$ cat src/rtl/tx_sched.sv
// Frame scheduler feeding the DCSK transmitter: request FIFO, send/complete FSM, gap and start timeout.
// Optional TX_SCHED_RESEED_EN adds a seed-load cycle ahead of every send.
module tx_sched #(
  parameter int unsigned DEPTH  = 4,
  parameter int unsigned SF_W   = 3,
  parameter int unsigned GAP_W  = 8,
  parameter int unsigned TO_CYC = 16
) (
  input  logic                     i_clk,
  input  logic                     i_arst_n,
  input  logic                     i_valid,
  output logic                     o_ready,
  input  logic [31:0]              i_msg,
  input  logic [SF_W-1:0]          i_sf,
  input  logic [GAP_W-1:0]         i_gap,
  input  logic [7:0]               i_seed,
  output logic [7:0]               o_tx_seed,
  output logic                     o_tx_load_seed,
  output logic                     o_tx_send,
  output logic [31:0]              o_tx_msg,
  output logic [SF_W-1:0]          o_tx_sf,
  input  logic                     i_is_sending,
  output logic                     o_busy,
  output logic                     o_done,
  output logic                     o_timeout,
  output logic [$clog2(DEPTH):0]   o_level
);

  localparam int unsigned AW = $clog2(DEPTH);
  localparam int unsigned LW = AW + 1;
  localparam int unsigned TW = $clog2(TO_CYC + 1);

  typedef struct packed {
    logic [31:0]     msg;
    logic [SF_W-1:0] sf;
  } req_t;

  typedef enum logic [2:0] {
    S_IDLE,
    S_LOAD,
    S_SEND,
    S_WAIT,
    S_BUSY,
    S_GAP
  } state_t;

  state_t            state;
  req_t              mem [DEPTH];
  req_t              head;
  logic [AW-1:0]     wr_ptr;
  logic [AW-1:0]     rd_ptr;
  logic [LW-1:0]     count;
  logic [LW-1:0]     count_nxt;
  logic              push;
  logic              pop;
  logic [TW-1:0]     to_cnt;
  logic [GAP_W-1:0]  gap_cnt;

  // o_ready is a register, so a same-cycle pop never makes room for a push
  assign push    = i_valid & o_ready;
  assign pop     = (state == S_IDLE) && (count != '0);
  assign head    = mem[rd_ptr];
  assign o_level = count;

  always_comb begin
    count_nxt = count;
    if (push && !pop) begin
      count_nxt = count + LW'(1);
    end else if (pop && !push) begin
      count_nxt = count - LW'(1);
    end
  end

  always_ff @(posedge i_clk) begin
    if (push) begin
      mem[wr_ptr] <= req_t'{msg: i_msg, sf: i_sf};
    end
  end

  // FIFO pointers and occupancy; pointers wrap naturally since DEPTH is a power of two
  always_ff @(posedge i_clk or negedge i_arst_n) begin
    if (!i_arst_n) begin
      wr_ptr  <= '0;
      rd_ptr  <= '0;
      count   <= '0;
      o_ready <= 1'b1;
    end else begin
      if (push) wr_ptr <= wr_ptr + AW'(1);
      if (pop)  rd_ptr <= rd_ptr + AW'(1);
      count   <= count_nxt;
      o_ready <= (count_nxt != LW'(DEPTH));
    end
  end

  always_ff @(posedge i_clk or negedge i_arst_n) begin
    if (!i_arst_n) begin
      o_tx_seed <= '0;
    end else begin
      o_tx_seed <= i_seed;
    end
  end

`ifndef TX_SCHED_RESEED_EN
  assign o_tx_load_seed = 1'b0;
`endif

  // Frame FSM; pulse outputs default low every cycle
  always_ff @(posedge i_clk or negedge i_arst_n) begin
    if (!i_arst_n) begin
      state     <= S_IDLE;
      to_cnt    <= '0;
      gap_cnt   <= '0;
      o_tx_send <= 1'b0;
      o_tx_msg  <= '0;
      o_tx_sf   <= '0;
      o_busy    <= 1'b0;
      o_done    <= 1'b0;
      o_timeout <= 1'b0;
`ifdef TX_SCHED_RESEED_EN
      o_tx_load_seed <= 1'b0;
`endif
    end else begin
      o_tx_send <= 1'b0;
      o_done    <= 1'b0;
      o_timeout <= 1'b0;
`ifdef TX_SCHED_RESEED_EN
      o_tx_load_seed <= 1'b0;
`endif
      case (state)
        S_IDLE: begin
          if (count != '0) begin
            o_tx_msg <= head.msg;
            o_tx_sf  <= head.sf;
            o_busy   <= 1'b1;
`ifdef TX_SCHED_RESEED_EN
            state    <= S_LOAD;
`else
            state    <= S_SEND;
`endif
          end
        end
`ifdef TX_SCHED_RESEED_EN
        S_LOAD: begin
          o_tx_load_seed <= 1'b1;
          state          <= S_SEND;
        end
`endif
        S_SEND: begin
          o_tx_send <= 1'b1;
          to_cnt    <= '0;
          state     <= S_WAIT;
        end
        S_WAIT: begin
          if (i_is_sending) begin
            state <= S_BUSY;
          end else if (to_cnt == TW'(TO_CYC - 1)) begin
            o_timeout <= 1'b1;
            gap_cnt   <= i_gap;
            state     <= S_GAP;
          end else begin
            to_cnt <= to_cnt + TW'(1);
          end
        end
        S_BUSY: begin
          if (!i_is_sending) begin
            o_done  <= 1'b1;
            gap_cnt <= i_gap;
            state   <= S_GAP;
          end
        end
        S_GAP: begin
          // a gap of 0 or 1 both return to IDLE on the first GAP cycle
          if (gap_cnt <= GAP_W'(1)) begin
            state  <= S_IDLE;
            o_busy <= 1'b0;
          end else begin
            gap_cnt <= gap_cnt - GAP_W'(1);
          end
        end
        default: begin
          state  <= S_IDLE;
          o_busy <= 1'b0;
        end
      endcase
    end
  end

endmodule
$ cat config.mk
export PLATFORM = sky130hd
export DESIGN_NAME = tx_sched
export DESIGN_NICKNAME = d
export VERILOG_FILES = /design/src/rtl/tx_sched.sv
export SDC_FILE = /design/constraint.sdc
export NUM_CORES = 1
export LEC_CHECK = 0
export CORE_UTILIZATION = 45
export CTS_BUF_LIST = sky130_fd_sc_hd__clkbuf_8
export DETAILED_ROUTE_END_ITERATION = 6
export GPL_TIMING_DRIVEN = 0
export HOLD_SLACK_MARGIN = 0.12
export PLACE_DENSITY = 0.63
export REMOVE_ABC_BUFFERS = 1
export SYNTH_ARGS = -nofsm -noshare
export SYNTH_HDL_FRONTEND = slang
export SYNTH_SLANG_ARGS = --single-unit
$ cat constraint.sdc
create_clock -name i_clk -period 3.05 [get_ports i_clk]
set_clock_uncertainty 0.1 [all_clocks]
set_input_delay 0.61 -clock i_clk [delete_from_list [all_inputs] [get_ports i_clk]]
set_output_delay 0.61 -clock i_clk [all_outputs]
set_load 0.005 [all_outputs]
# Word level (Yosys, flattened, before mapping)
# Memory sizes are Yosys's and may differ from the RTL's. A register that Yosys moved wholly into a read port is not among the register bits.
# Index checks and enable logic that the tools add are counted.
# classes
n_reduce_logical	16
n_addsub	6
muxes	27
eq_ne	14
n_lt_le_gt_ge	1
bitwise	2
# ops
op	n
$mux W8	4
$pmux W8 S3	1
$mux W3	7
$pmux W3 S5	1
$ne A2 B2 Y1 const B	6
$mux W1	10
$mux W5	2
$pmux W5 S2	1
$le A8 B1 Y1 const B	1
$sub A8 B1 Y8 const B	1
$eq A3 B2 Y1 const B	2
$eq A3 B3 Y1 const B	2
$ne A3 B3 Y1 const B	2
$reduce_and A3 Y1	2
$reduce_bool A3 Y1	2
$add A5 B1 Y5 const B	1
$eq A5 B4 Y1 const B	1
$reduce_and A5 Y1	1
$add A2 B1 Y2 const B	2
$reduce_and A4 Y1	1
$add A3 B1 Y3 const B	1
$logic_and A1 B1 Y1	3
$logic_not A1 Y1	3
$logic_not A3 Y1	1
other kinds (8)	8
# totals
elab_cells	79
mem_bits_rw	140
mem_count	1
ff_bits	36
inputBits	55
output_inout_bits	52
# mem_list
memory	words	width	read_ports	rd_ports_with_merged_regs	write_ports	line_no	rtl
mem	4	35	1	1	1	48	req_t mem [DEPTH];

# Depth between registers and ports, before layout
# logic_depth
word_depth	6
depth_mapped	8
ltp_nobuf	6

# Worst setup path after synthesis
# No wires, ideal clock.
# synth_path
kind	reg2reg
from	register wr_ptr[0]
to	memory mem[2][0] in the netlist's numbering (enable)
required_time_ns	2.554
synth_period_minus_slack_ns	2.023
path_buffers	0
stages_incl_launch_ff	4
path_slack_ns	1.027
setup_time_ns	0.396
t_arrival_ns	1.527
path_cell_list	dfrtp_1 > inv_1 > ha_1 > and3_1
# synth_lines
element	line_no	rtl
start: declaration	50	logic [AW-1:0] wr_ptr;
start signal: assignment	88	if (push) wr_ptr <= wr_ptr + AW'(1);
end: declaration	48	
# No word-level cell before the write port.

# Worst setup path after layout
# layout_path
from	register o_ready
to	output o_ready
# layout_lines
element	line_no	rtl
start: declaration	12	output logic o_ready,
start signal: assignment	91	o_ready <= (count_nxt != LW'(DEPTH));
# No word-level cell between the ends.

==> impl_results.rst <==
.. list-table::
   :header-rows: 1

   * - Metric
     - Value
   * - Status
     - completed
   * - Path category of the worst min-delay check
     - flop to flop
   * - Slowest cell on crit path
     - dfstp_2
   * - Max-slew violation total from the final report
     - 0
   * - GP Congestion
     - 0.851
   * - Mux contribution to synthesized area
     - 0.103
   * - Signed area change from the synthesized netlist to the final layout
     - 27.8%
   * - Nature of the critical path endpoint
     - output port
   * - Adder and majority gate portion of the synthesized area
     - 0.0167
   * - Dominant combinational cell family by area after synthesis
     - multiplexers
   * - Relative slew slack
     - 0.384
   * - Worst slack at placement
     - 0.476 ns
   * - Commonest register cell after synthesis
     - edfxtp_1
   * - Drt drc
     - 0
   * - Parity-gate share of the synthesized area counting xor and xnor cells
     - 0.00745
   * - Post-place instance area
     - 9650 um2
   * - Number of DRC violations after detailed-routing iteration 0
     - between 200 and 250
   * - Delay of the slowest critical-path stage
     - 0.61 ns
   * - Mean cell area of the mapped netlist
     - ~16 um2
   * - DR vias
     - 4,736
   * - Critical path's top delay family
     - flip-flops
   * - Routed wire length on met2
     - roughly 8300 um
   * - I/O pin count
     - 107
   * - Number of maximum-capacitance constraint violations
     - 0
   * - HPWL after DPL
     - 10,100 um
   * - Instance count of the mapped netlist
     - 511
   * - Final std cell area, no fill
     - 10,500 um2
   * - Share of the synthesized area in compound gates (AO/OA/AOI/OAI)
     - 0.0374
   * - Fraction of layout instances using a drive strength above 1
     - 0.174
   * - Required time at the endpoint of the critical path
     - 2.34 ns
   * - Post-DRT Antenna Nets
     - 0
   * - Final clock period utilization by the worst path
     - 0.772
   * - Full die area
     - 18,800 um2
   * - Core footprint
     - ~18,000 um2
   * - Most used cells in the layout excluding fill and tap cells
     - 140 x edfxtp_1, 115 x nand2_1, 104 x clkdlybuf4s50_1
   * - Share of the yosys chip area belonging to registers
     - 0.727
   * - # setup viols final
     - 0
   * - Critical path fanouts, max
     - 9
   * - Routed metal-1 wirelength
     - 6630 um
   * - RSZ-0062 raised after global routing
     - no
   * - CTS tree
     - done
   * - Net count, final
     - around 700
   * - Post-synth top area share
     - 0.511
   * - Post-route setup TNS
     - 0 ns
   * - Count of buffers added by post-CTS timing repair for setup
     - 0
   * - CTS clk-pin slew, worst paths
     - around 0.060 ns
   * - Die width
     - 137 um
   * - Total CTS buffers
     - 37
   * - Height of the chip
     - 137 um
   * - Clock network latency to the later pin of the worst-skew pair
     - 0.52 ns
   * - Critical path buffer and inverter count
     - 1
   * - Slew at the pin closest to its max-slew limit
     - 0.921 ns
   * - Cell taking the most area after synthesis
     - edfxtp_1
   * - Fill count
     - 1,379
   * - Maximum clock frequency
     - 425 MHz
   * - ANT cells
     - 0
   * - Number of synthesized flops with an enable pin
     - 140
   * - Count of endpoints failing hold in the final timing report
     - 0
   * - Netlist Area Pre-Place
     - approximately 8200 um2
   * - Utilization after layout
     - 0.585
   * - Simple-gate share of the synthesized area
     - 0.0925
   * - Arrival time at the worst endpoint
     - 1.65 ns
   * - GRT Residual Overflow
     - 0
   * - Cell types occupying the most area after synthesis
     - edfxtp_1 51%, dfrtp_1 21%, mux4_2 9.6%, nand2_1 5.3%, ha_1 1.7%
   * - Yosys warning total
     - 0
   * - Yosys reg bits
     - between 200 and 250
   * - Peak ir drop on the vdd network
     - 0.000553 V
   * - Cell breakdown of the critical path
     - clkdlybuf4s50_1
   * - Leakage component of the power
     - 4.05 nW
   * - Largest net degree at the start of global routing
     - 42
   * - Initial Utilization
     - 0.458
   * - Global-route usage over all layers
     - 0.185
   * - Uppermost layer routed
     - met4
   * - Wire length of the first global-routing pass
     - ~26,000 um
   * - Leading cell type in the layout, fill and taps excluded
     - edfxtp_1
   * - CTS root buffer
     - clkbuf_8
   * - Drt wl/cell
     - 18.3 um
   * - Total iterations of the first detailed-routing run
     - 5
   * - Detailed Route WL
     - 16,500 um
   * - Power density normalized to cell area
     - 972 nW/um2
   * - Synth async-reset ratio
     - 0.336
   * - Final critical-path setup slack
     - 0.695 ns
   * - Max Buffers Root-to-Sink
     - 3
   * - Count of different cell masters after synthesis
     - 51
   * - Total number of H-tree levels
     - 2
   * - Time the final worst path needs with I/O delays and setup
     - 2.36 ns
   * - Vias in the first global route
     - 4,932
   * - Met3 routed WL
     - 1220 um
   * - Count of clock tree sinks
     - 211
   * - Drt via density
     - between 5 and 6
   * - IO buf count
     - 105
   * - Number of rows in the core area
     - 49
   * - Setup Crit Path Kind
     - flop to output port
   * - Antenna violations before repair
     - 1
   * - Startpoint types
     - flop
-- routing by layer --
layer  GRT usage  up-vias
met5           0        -
met4      0.0647        0
met3      0.0511       39
met2       0.318      157
met1       0.222     2360
li1            -     2180
-- path summary, 6_finish.rpt --
kind                               from            to  slack (ns)  cells past startpoint
max                             o_ready       o_ready        0.69                      1
min                        o_tx_msg[29]  o_tx_msg[29]        0.37                      2
max reg2reg                    state[1]  o_tx_msg[26]        0.79                      4
min reg2reg                o_tx_msg[29]  o_tx_msg[29]        0.37                      2
max in group asynchronous      i_arst_n       o_ready        1.73                      3
min in group asynchronous      i_arst_n     o_tx_send        0.50                      2
-- cells in the mapped netlist (2+ instances only) --
master     instances
nand3_1            5
and3_1             6
nand2_1          116
ha_1              11
dfrtp_1           70
a22oi_1            3
nor2_1            10
nor4b_1            2
clkbuf_1           9
nand3b_1           3
o21ai_0            7
inv_1             10
edfxtp_1         140
and2_1             3
a21oi_1            8
o31ai_1            6
nor3_1             6
o2bb2ai_1          5
xnor2_1            6
nor4_1             6
mux4_2            35
buf_1              2
nand2b_1           3
o22ai_1            3
mux2i_1            3
buf_2              8
-- layout make-up --
type	count	area [um2]	area share
Clock buffer	45	619	0.0589
Clock inverter	23	234	0.0223
Inverter	10	37.5	0.00357
Multi-Input combinational cell	270	2120	0.202
Sequential cell	211	5980	0.569
Tap cell	229	287	0.0273
Timing Repair Buffer	114	1230	0.117
-- through the flow --
stage	power, mW	hold slack (ns)	cells
floorplan	6.00	0.214	491
global placement	7.25	0.359	825
detailed placement	7.44	0.366	833
CTS	10.4	0.380	902
global route	10.8	0.404	902
finish	10.2	0.371	902
-- kinds of logic (layout without fill, tap and decap cells) --
| family | Yosys count | in the layout |
|---|---|---|
| AO/OA/AOI/OAI | 43 | 43 |
| XOR/XNOR | 7 | 7 |
| adder cells (fa/ha/maj) | 11 | 11 |
| buffers and inverters | 30 | 192 |
| flip-flops | 211 | 211 |
| multiplexers | 40 | 40 |
| other | 1 | 1 |
| AND/OR/NAND/NOR | 168 | 168 |
-- registers in the layout, indices dropped and copies added, names as in the netlist, 2 cells and up --
name,cells
o_tx_sf,3
o_level,3
gap_cnt,8
to_cnt,5
o_tx_seed,8
o_tx_msg,32
mem,140
rd_ptr,2
state,3
wr_ptr,2
-- worst register-to-register path: stages (launching register included) --
cell and delay (ns):
dfrtp_1 0.51, nor3_1 0.52, nand2_2 0.67, nand2_1 0.28, nand2_1 0.07
-- what timing repair did --
| action | 4_1_cts | 5_1_grt |
|---|---|---|
| gates resized for setup | 0 | 0 |
| hold buffers | 1 | 0 |
| endpoints found under the hold margin | 30 | 0 |
-- report_power, final --
part	switching, mW	internal, mW	leakage [nW]
registers	0.490	3.83	2.16
clock network	1.13	1.77	0.474
logic	1.44	1.56	1.41
total	3.06	7.16	4.05
Note: power is estimated with default switching activity, not from simulation.
